[src/rtl/cue_pkg.sv]
// Shared definitions for the cue aiming slice: FSM states, vector widths
// and the cosine lookup used by the direction ROM.
package cue_pkg;

  localparam int ANGLE_BITS     = 6;
  localparam int TRIG_FRAC_BITS = 7;
  localparam int VEL_W          = 11;

  typedef enum logic [1:0] {
    WAIT_STOP = 2'd0,
    AIM       = 2'd1,
    FIRE      = 2'd2
  } aim_state_t;

  // First quadrant (plus the 90 degree point) of round(127*cos(k*5.625 deg)).
  function automatic logic [6:0] quarter_cos(input logic [4:0] idx);
    logic [6:0] mag;
    case (idx)
      5'd0:    mag = 7'd127;
      5'd1:    mag = 7'd126;
      5'd2:    mag = 7'd125;
      5'd3:    mag = 7'd122;
      5'd4:    mag = 7'd117;
      5'd5:    mag = 7'd112;
      5'd6:    mag = 7'd106;
      5'd7:    mag = 7'd98;
      5'd8:    mag = 7'd90;
      5'd9:    mag = 7'd81;
      5'd10:   mag = 7'd71;
      5'd11:   mag = 7'd60;
      5'd12:   mag = 7'd49;
      5'd13:   mag = 7'd37;
      5'd14:   mag = 7'd25;
      5'd15:   mag = 7'd12;
      default: mag = 7'd0;
    endcase
    return mag;
  endfunction

  // Full-circle cosine folded onto the quarter table by quadrant symmetry.
  function automatic logic signed [7:0] cos_lookup(input logic [ANGLE_BITS-1:0] k);
    logic [ANGLE_BITS-1:0] idx;
    logic                  neg;
    logic signed [7:0]     mag;
    if (k <= 6'd16) begin
      idx = k;
      neg = 1'b0;
    end else if (k <= 6'd32) begin
      idx = 6'd32 - k;
      neg = 1'b1;
    end else if (k <= 6'd48) begin
      idx = k - 6'd32;
      neg = 1'b1;
    end else begin
      idx = 6'd0 - k;
      neg = 1'b0;
    end
    mag = $signed({1'b0, quarter_cos(idx[4:0])});
    return neg ? -mag : mag;
  endfunction

  // Sine is cosine a quarter turn (16 steps) earlier.
  function automatic logic signed [7:0] sin_lookup(input logic [ANGLE_BITS-1:0] k);
    return cos_lookup(k - 6'd16);
  endfunction

endpackage

[src/rtl/cue_direction_lut.sv]
// Registered 64-entry cos/sin ROM in Q1.7; first stage of the aim vector pipeline.
module cue_direction_lut
  import cue_pkg::*;
(
  input  logic                  clk,
  input  logic                  reset,
  input  logic [ANGLE_BITS-1:0] angle,
  output logic signed [7:0]     cos,
  output logic signed [7:0]     sin
);

  // Look up both components and register them, cleared on reset.
  always_ff @(posedge clk) begin
    if (reset) begin
      cos <= '0;
      sin <= '0;
    end else begin
      cos <= cos_lookup(angle);
      sin <= sin_lookup(angle);
    end
  end

endmodule

[src/rtl/cue_aim_controller.sv]
// Cue ball aiming and shot-launch controller: keys -> angle/power ->
// signed velocity vector, with a one-cycle shot command.
// Optional feature macro: CUE_POWER_ADJUST_EN (up/down power keys);
// without it power stays fixed and the up/down keys are ignored.
module cue_aim_controller
  import cue_pkg::*;
#(
  parameter int POWER_MIN     = 16,
  parameter int POWER_MAX     = 200,
  parameter int POWER_DEFAULT = 100,
  parameter int REPEAT_FRAMES = 4,
  parameter int STOP_FRAMES   = 2
) (
  input  logic                    clk,
  input  logic                    reset,
  input  logic                    startOfFrame,
  input  logic                    keyLeftIsPressed,
  input  logic                    keyRightIsPressed,
  input  logic                    keyUpIsPressed,
  input  logic                    keyDownIsPressed,
  input  logic                    keyEnterIsPressed,
  input  logic                    ballsStopped,
  output logic signed [VEL_W-1:0] velocityX,
  output logic signed [VEL_W-1:0] velocityY,
  output logic                    aimValid,
  output logic                    shotFire,
  output logic signed [VEL_W-1:0] shotVelocityX,
  output logic signed [VEL_W-1:0] shotVelocityY
);

  localparam int POWER_INIT = (POWER_DEFAULT < POWER_MIN) ? POWER_MIN :
                              (POWER_DEFAULT > POWER_MAX) ? POWER_MAX : POWER_DEFAULT;

  aim_state_t            state, next_state;
  logic [ANGLE_BITS-1:0] angle;
  logic [7:0]            power, power_d;
  logic [7:0]            left_count, right_count, stop_count;
  logic                  frame_in_aim, step_left, step_right;
  logic                  enter_prev, enter_edge;
  logic signed [7:0]     cos_val, sin_val;
  logic signed [16:0]    prod_x, prod_y;

  // Held keys step immediately, then once every REPEAT_FRAMES frames.
  function automatic logic [7:0] next_repeat(input logic pressed, input logic [7:0] count);
    if (!pressed || count == 8'(REPEAT_FRAMES - 1)) return 8'd0;
    return count + 8'd1;
  endfunction

  assign frame_in_aim = startOfFrame && (state == AIM);
  assign step_left    = keyLeftIsPressed  && (left_count  == 8'd0);
  assign step_right   = keyRightIsPressed && (right_count == 8'd0);

  // Angle stepping with wrap-around; repeat counters idle outside AIM.
  always_ff @(posedge clk) begin
    if (reset) begin
      angle       <= '0;
      left_count  <= '0;
      right_count <= '0;
    end else if (state != AIM) begin
      left_count  <= '0;
      right_count <= '0;
    end else if (startOfFrame) begin
      left_count  <= next_repeat(keyLeftIsPressed, left_count);
      right_count <= next_repeat(keyRightIsPressed, right_count);
      if (step_right && !step_left)
        angle <= angle + 6'd1;
      else if (step_left && !step_right)
        angle <= angle - 6'd1;
    end
  end

`ifdef CUE_POWER_ADJUST_EN
  logic [7:0] up_count, down_count;
  logic       step_up, step_down;

  assign step_up   = keyUpIsPressed   && (up_count   == 8'd0);
  assign step_down = keyDownIsPressed && (down_count == 8'd0);

  // Saturating power adjustment with the same repeat behaviour as the angle keys.
  always_ff @(posedge clk) begin
    if (reset) begin
      power      <= 8'(POWER_INIT);
      up_count   <= '0;
      down_count <= '0;
    end else if (state != AIM) begin
      up_count   <= '0;
      down_count <= '0;
    end else if (frame_in_aim) begin
      up_count   <= next_repeat(keyUpIsPressed, up_count);
      down_count <= next_repeat(keyDownIsPressed, down_count);
      if (step_up && !step_down && power < 8'(POWER_MAX))
        power <= power + 8'd1;
      else if (step_down && !step_up && power > 8'(POWER_MIN))
        power <= power - 8'd1;
    end
  end
`else
  logic unused_power_keys;

  // Power is fixed; the up/down keys have no effect in this build.
  assign power             = 8'(POWER_INIT);
  assign unused_power_keys = keyUpIsPressed ^ keyDownIsPressed ^ frame_in_aim;
`endif

  cue_direction_lut u_lut (
    .clk   (clk),
    .reset (reset),
    .angle (angle),
    .cos   (cos_val),
    .sin   (sin_val)
  );

  assign prod_x = cos_val * $signed({1'b0, power_d});
  assign prod_y = sin_val * $signed({1'b0, power_d});

  // Power is delayed alongside the LUT stage so angle and power changes both
  // reach the vector two cycles later; second stage scales and floors.
  always_ff @(posedge clk) begin
    if (reset) begin
      power_d   <= 8'(POWER_INIT);
      velocityX <= '0;
      velocityY <= '0;
    end else begin
      power_d   <= power;
      velocityX <= VEL_W'(prod_x >>> TRIG_FRAC_BITS);
      velocityY <= VEL_W'(prod_y >>> TRIG_FRAC_BITS);
    end
  end

  // Enter rising edge, only armed while aiming so a key held on entry never fires.
  always_ff @(posedge clk) begin
    if (reset) begin
      enter_prev <= 1'b0;
      enter_edge <= 1'b0;
    end else begin
      enter_prev <= keyEnterIsPressed;
      enter_edge <= keyEnterIsPressed && !enter_prev && (state == AIM);
    end
  end

  // Consecutive stopped-frame counter, active only while waiting.
  always_ff @(posedge clk) begin
    if (reset)
      stop_count <= '0;
    else if (state != WAIT_STOP || next_state != WAIT_STOP)
      stop_count <= '0;
    else if (startOfFrame)
      stop_count <= ballsStopped ? stop_count + 8'd1 : 8'd0;
  end

  // FSM state register.
  always_ff @(posedge clk) begin
    if (reset)
      state <= WAIT_STOP;
    else
      state <= next_state;
  end

  // FSM next-state logic; losing the stopped status wins over a pending shot.
  always_comb begin
    next_state = state;
    case (state)
      WAIT_STOP:
        if (startOfFrame && ballsStopped && stop_count == 8'(STOP_FRAMES - 1))
          next_state = AIM;
      AIM:
        if (!ballsStopped)
          next_state = WAIT_STOP;
        else if (enter_edge)
          next_state = FIRE;
      FIRE:
        next_state = WAIT_STOP;
      default:
        next_state = WAIT_STOP;
    endcase
  end

  // FSM outputs.
  always_comb begin
    aimValid = (state == AIM);
    shotFire = (state == FIRE);
  end

  // Capture the vector on entry to FIRE so it is valid during the pulse and held after.
  always_ff @(posedge clk) begin
    if (reset) begin
      shotVelocityX <= '0;
      shotVelocityY <= '0;
    end else if (next_state == FIRE) begin
      shotVelocityX <= velocityX;
      shotVelocityY <= velocityY;
    end
  end

endmodule
[config.mk]
export PLATFORM = sky130hd
export DESIGN_NAME = cue_aim_controller
export DESIGN_NICKNAME = d
export VERILOG_FILES = /design/src/rtl/cue_pkg.sv /design/src/rtl/cue_direction_lut.sv /design/src/rtl/cue_aim_controller.sv
export SDC_FILE = /design/constraint.sdc
export NUM_CORES = 1
export LEC_CHECK = 0
export CORE_ASPECT_RATIO = 0.5
export CORE_MARGIN = 2
export CORE_UTILIZATION = 63
export CTS_CLUSTER_DIAMETER = 120
export DETAILED_ROUTE_END_ITERATION = 8
export GPL_TIMING_DRIVEN = 0
export PLACE_DENSITY = 0.94
export SYNTH_ARGS = -nofsm -noshare
export SYNTH_HDL_FRONTEND = slang
export SYNTH_HIERARCHICAL = 1
export SYNTH_SLANG_ARGS = --single-unit
[constraint.sdc]
create_clock -name clk -period 6.2 [get_ports clk]
set_input_delay 0.62 -clock clk [delete_from_list [all_inputs] [get_ports clk]]
set_output_delay 0.62 -clock clk [all_outputs]
set_load 0.01 [all_outputs]
==> results.cfg, run 1 <==
[outcome]
status = complete, but fails checks
violations = design-rule violations

[worst_setup_path]
r2r-end = u_lut/sin[6]
endpoint_kind = register
r2r_setup_slack_ns = 2.15
worstPathMaxFanout = 10
required_ns = 6.47
crit_arrival_ns = 4.33
critPathLaunchType = register
ff2ff_path_depth = 16
rr_startpoint = angle[0]
crit_type = register to register

[detailed_routing]
drtIter0Drc = 427
drc_errors = 6
post_drt_wl_per_cell_um = 18.5
detail_route.first_pass.iterations = 9
vias = 5463
ant_nets = 0
vias_per_cell = 6.35
wl_mm = 15.9

[clock_tree]
clk_latency_ns = 0.34
root_buffer = clkbuf_16
htreeDepth = 3
cts_sinks = 86
post_cts_buffers = 0
ctsHoldBuffers = 0
ctsResizeCount = 0
clkTransAtPathRegs_ns = 0.06
cts_buffer_depth = 2
numCtsBuffers = 9
tritoncts = built

[grt]
first_global_vias = 5475
antenna_found_initial = 0
grt_pass1_wl_mm = 25.9
grt_overflow = 0
grt_max_degree = 14
grt_usage_pct = 31.9

[worst_hold_path]
holdPathEnd = enter_edge
hp-start = enter_prev
hp-class = register to register
whs_path_depth = 1

[yosys]
synth_edf_count = 0
synth-seq-cells = 86
syn_area_mm2 = 0.00584
ys_warn_count = 6
async_flop_share_pct = 0
avgSynthCellArea_um2 = 8.64
synthCells = 676
yosys.area.top_type_share_pct = 29.5
ys_types = 72
ys_top_cells_by_area = dfxtp_1 29%, ha_1 15%, nor2_1 4.8%
yosysTopAreaCell = dfxtp_1
syn_nets = 768
synth_commonest_cells = 86 x dfxtp_1, 74 x nor2_1, 70 x ha_1
synth_flop_cell = dfxtp_1
ys_seq_area_share_pct = 29.5
yosys.cell_count.top_type = dfxtp_1

[finish]
area_growth_pct = 16.4
final_cell_area_mm2 = 0.00680
n_fill_cell = 526
num_antenna_cells = 0
nets = 830
drive_above_1_share_pct = 6.33

[timing]
max_freq_mhz = 247
tightestPinTransition_ns = 1.02
final.setup.tns_ns = 0
maxSlewViolCount = 0
fin_crit_sh_pct = 65.4
setup_viol = 0
slew_headroom_pct = 31.1
rsz0062_at_grt = false
finalHoldViolations = 0
final.setup_skew_ns = 0.00887
post-route-min-period_ns = 4.05

[die]
fp.dieH_um = 72.1
dieArea_mm2 = 0.0101
num_io_pins = 55
rows = 24
core-area_mm2 = 0.00886
die_w_um = 140
start_util_pct = 65.9

[pwr]
peakVddDrop_mv = 0.140
p_leak_uw = 0.00293
power_uw = 1430
p_per_area_mw_per_mm2 = 210

[placed_design]
hpwl_mm = 10.2
place_area_mm2 = 0.00649
io_buffers = 51
gp_congestion = 0.853

[flow_run]
drv_cap = 0
-- routing by layer --
layer | vias up | routed length [um] | GRT usage, %
li1 | 2513 | - | -
met1 | 2583 | 6460 | 35.1
met2 | 283 | 7640 | 57.3
met3 | 84 | 1080 | 8.38
met4 | 0 | 708 | 18.1
met5 | - | 0 | 0
-- placed cells by master, fill, tap and decap left out, types with 5 or more instances in the layout --
cell type,count
dfxtp_1,86
nor2_1,74
ha_1,70
nand2_1,60
clkdlybuf4s50_1,51
a21oi_1,42
inv_1,39
xor2_1,21
xnor2_1,18
nor3_1,18
nand3_1,18
o21ai_0,18
clkbuf_1,13
a211oi_1,13
fa_1,13
a31oi_1,12
a21o_1,11
buf_4,10
mux2i_1,9
and3_1,9
o211ai_1,9
clkbuf_16,9
nand2b_1,7
nor2b_1,7
nand4_1,6
o21a_1,6
nor4_1,5
or4_1,5
buf_2,5
a211o_1,5
-- state kept, by name, summed over array words and instances, names as in the netlist, 8 cells and up --
name	flops
u_lut/cos	8
shotVelocityX	9
shotVelocityY	9
velocityY	9
right_count	8
stop_count	8
velocityX	9
left_count	8
u_lut/sin	8
-- how the worst max path moves through the flow --
stage / startpoint / slack, ns / endpoint / cells after the start
after detailed placement: angle[0] / 2.20 / u_lut/sin[6] / 16
after global placement: angle[0] / 2.27 / u_lut/sin[6] / 16
after CTS: angle[0] / 2.17 / u_lut/sin[6] / 16
final: angle[0] / 2.15 / u_lut/sin[6] / 16
after global routing: angle[0] / 1.90 / u_lut/sin[6] / 16
after floorplan: angle[0] / 2.65 / u_lut/sin[6] / 16
-- power breakdown --
| group | internal [uW] | switching, uW |
|---|---|---|
| combinational | 122 | 153 |
| sequential | 577 | 19.1 |
| clock | 334 | 224 |
| total | 1030 | 396 |
-- metrics by stage --
stage | utilization, % | hold slack (ns) | setup WS (ns) | cells
2_1_floorplan | - | 0.373 | 2.65 | 676
3_3_place_gp | 73.3 | 0.376 | 2.27 | 844
3_5_place_dp | 73.3 | 0.379 | 2.20 | 844
4_1_cts | 76.7 | 0.386 | 2.17 | 860
5_1_grt | 76.7 | 0.400 | 1.90 | 860
6_report | 76.7 | 0.388 | 2.15 | 860
-- critical path, stage by stage (launching register included) --
cell and delay (ns):
dfxtp_1 0.47, inv_1 0.21, ha_1 0.20, or3b_4 0.42
or4_4 0.54, a21bo_2 0.27, nand2_1 0.10, ha_1 0.25
inv_1 0.05, mux2i_1 0.06, o211ai_1 0.30, ha_1 0.23
inv_1 0.05, a221oi_1 0.30, nand4_1 0.19, a21o_1 0.23
a21oi_1 0.11
-- logic make-up after synthesis --
kind of cell | after synthesis | synth area share, %
flip-flops | 86 | 29.5
multiplexers | 10 | 1.74
AO/OA/AOI/OAI | 147 | 17.3
XOR/XNOR | 39 | 5.85
adder cells (fa/ha/maj) | 83 | 19.5
AND/OR/NAND/NOR | 242 | 20.8
buffers and inverters | 69 | 5.31
-- cell type report --
cell class | instances | area (um2) | area share, %
Inverter | 40 | 150 | 2.21
Tap cell | 117 | 146 | 2.15
Timing Repair Buffer | 51 | 510 | 7.51
Sequential cell | 86 | 1720 | 25.3
Clock inverter | 3 | 42.5 | 0.626
Multi-Input combinational cell | 521 | 3810 | 56.0
Buffer | 29 | 160 | 2.36
Clock buffer | 13 | 260 | 3.83
No activity file was read; power rests on OpenSTA's default activity.
==> run 2, diff against run 1 <==
Settings changed: CORE_UTILIZATION 63 to 58, PLACE_DENSITY 0.94 to 0.88.
Clock period 6.2 ns to 3.9 ns, I/O delays scaled along.
==> results.cfg, run 2 (synthesis gave the netlist of run 1 again) <==
[outcome]
status = finished clean

[pwr]
p_per_area_mw_per_mm2 = 334
switching_share_pct = 27.1
power_uw = 2300
comb_power_share_pct = 17.9
p_seq_share_pct = 41.0
peakVddDrop_mv = 0.245
p_sw_uw = 625
power.internal_uw = 1680
clkPwrFrac_pct = 41.1
p_leak_uw = 0.00297

[detailed_routing]
drc_errors = 0
vias_per_cell = 6.01
post_drt_wl_per_cell_um = 16.2
ant_nets = 0
vias = 5290
wl_mm = 14.2
drtIter0Drc = 343
detail_route.first_pass.iterations = 7

[worst_setup_path]
crit_arrival_ns = 3.99
endpoint_kind = register
required_ns = 4.17
worstPathMaxFanout = 10
critPathLaunchType = register
crit_path_frequent_cell = ha_1
cpLargestDelayFamily = simple AND/OR/NAND/NOR gates
path_buf_inv = 3
slowest_delay_ns = 0.55
crit_slowest_cell = or4_4
crit_chain = inv_2, ha_1, or3b_4, or4_4, a21bo_2, nand2_1, ha_1, inv_1, mux2i_1, o211ai_1, ha_1, inv_1, a221oi_2, nand4_1, a21o_1, a21oi_1
crit_type = register to register

[grt]
grt_overflow = 0
grt_usage_pct = 26.5
grt_max_degree = 17
first_global_vias = 4982
antenna_found_initial = 0
grt_pass1_wl_mm = 23.3

[die]
start_util_pct = 60.8
dieArea_mm2 = 0.0109
rows = 25
core-area_mm2 = 0.00960
num_io_pins = 55
die_w_um = 146
fp.dieH_um = 74.9

[finish]
layout_common_cells = 83 x dfxtp_1, 74 x nor2_1, 70 x ha_1
drive_above_1_share_pct = 8.05
num_antenna_cells = 0
nets = 832
final_cells = 880
final_common_cell = dfxtp_1
area_growth_pct = 18.1

[timing]
maxSlewViolCount = 0
finalHoldViolations = 0
fin_crit_sh_pct = 95.3
tightestPinTransition_ns = 1.06
rsz0062_at_grt = true
post-route-min-period_ns = 3.72
whs_ns = 0.427
slew_headroom_pct = 28.9
final.setup_skew_ns = 0.00679
setup_viol = 0
setup_ws_ns = 0.182
max_freq_mhz = 269

[worst_hold_path]
hp-class = register to register

[clock_tree]
clkTransAtPathRegs_ns = 0.07
tritoncts = built
cts_buffer_depth = 2
clk_latency_ns = 0.35
root_buffer = clkbuf_16
htreeDepth = 3
cts_sinks = 86
numCtsBuffers = 9

[placed_design]
io_buffers = 51
placedCellCount = 862
hpwl_mm = 10.2
gp_congestion = 0.886
place_ws_ns = -0.0862

[flow_run]
drv_cap = 0
## run 2: worst paths after layout
path | startpoint | to | slack (ns) | cells past startpoint
worst max-delay path | angle[0] | u_lut/sin[6] | 0.18 | 16
worst min-delay path | enter_prev | enter_edge | 0.43 | 1
worst max register to register | angle[0] | u_lut/sin[6] | 0.18 | 16
worst min register to register | enter_prev | enter_edge | 0.43 | 1
## run 2: worst reg2reg max path, cell delays in order (launching register included)
cell and delay (ns):
dfxtp_4 0.40, inv_2 0.10, ha_1 0.18, or3b_4 0.42, or4_4 0.55, a21bo_2 0.27, nand2_1 0.10, ha_1 0.24
inv_1 0.05, mux2i_1 0.06, o211ai_1 0.23, ha_1 0.22, inv_1 0.06, a221oi_2 0.23, nand4_1 0.16, a21o_1 0.22
a21oi_1 0.14
## run 2: layout make-up
class / count / area, um2
buffer: 29 / 160
inverter: 40 / 150
fill: 672 / 2710
multi-input combinational: 521 / 3830
timing repair buffer: 53 / 526
clock inverter: 7 / 105
clock buffer: 9 / 225
sequential: 86 / 1730
tap: 135 / 169
## run 2: per-layer routing
metal	part of all wire, %	GRT usage [%]	vias up
li1	-	-	2515
met1	44	31.4	2532
met2	49	49.5	208
met3	4.8	4.97	35
met4	2.2	10.1	0
met5	0	0	-
## run 2: through the flow
stage	TNS [ns]	instance area, um2	utilization, %
floorplan	0	5840	-
global placement	-0.0301	6520	67.9
detailed placement	-0.113	6520	67.9
CTS	0	6860	71.4
global route	-0.0533	6900	71.8
finish	0	6900	71.8
## run 2: power groups by stage
stage	Sequential [uW]	Combinational (uW)	Clock (uW)
floorplan	971	249	0
global route	950	456	992
finish	945	412	946
global placement	963	375	0
CTS	945	409	955
detailed placement	964	392	0
## run 2: what timing repair did
item,in CTS,in global routing
hold buffers,0,0
resized for setup,1,10
hold endpoints to repair,0,0
buffers inserted,1,1
endpoints found under the setup margin,2,6
pin swaps,1,2
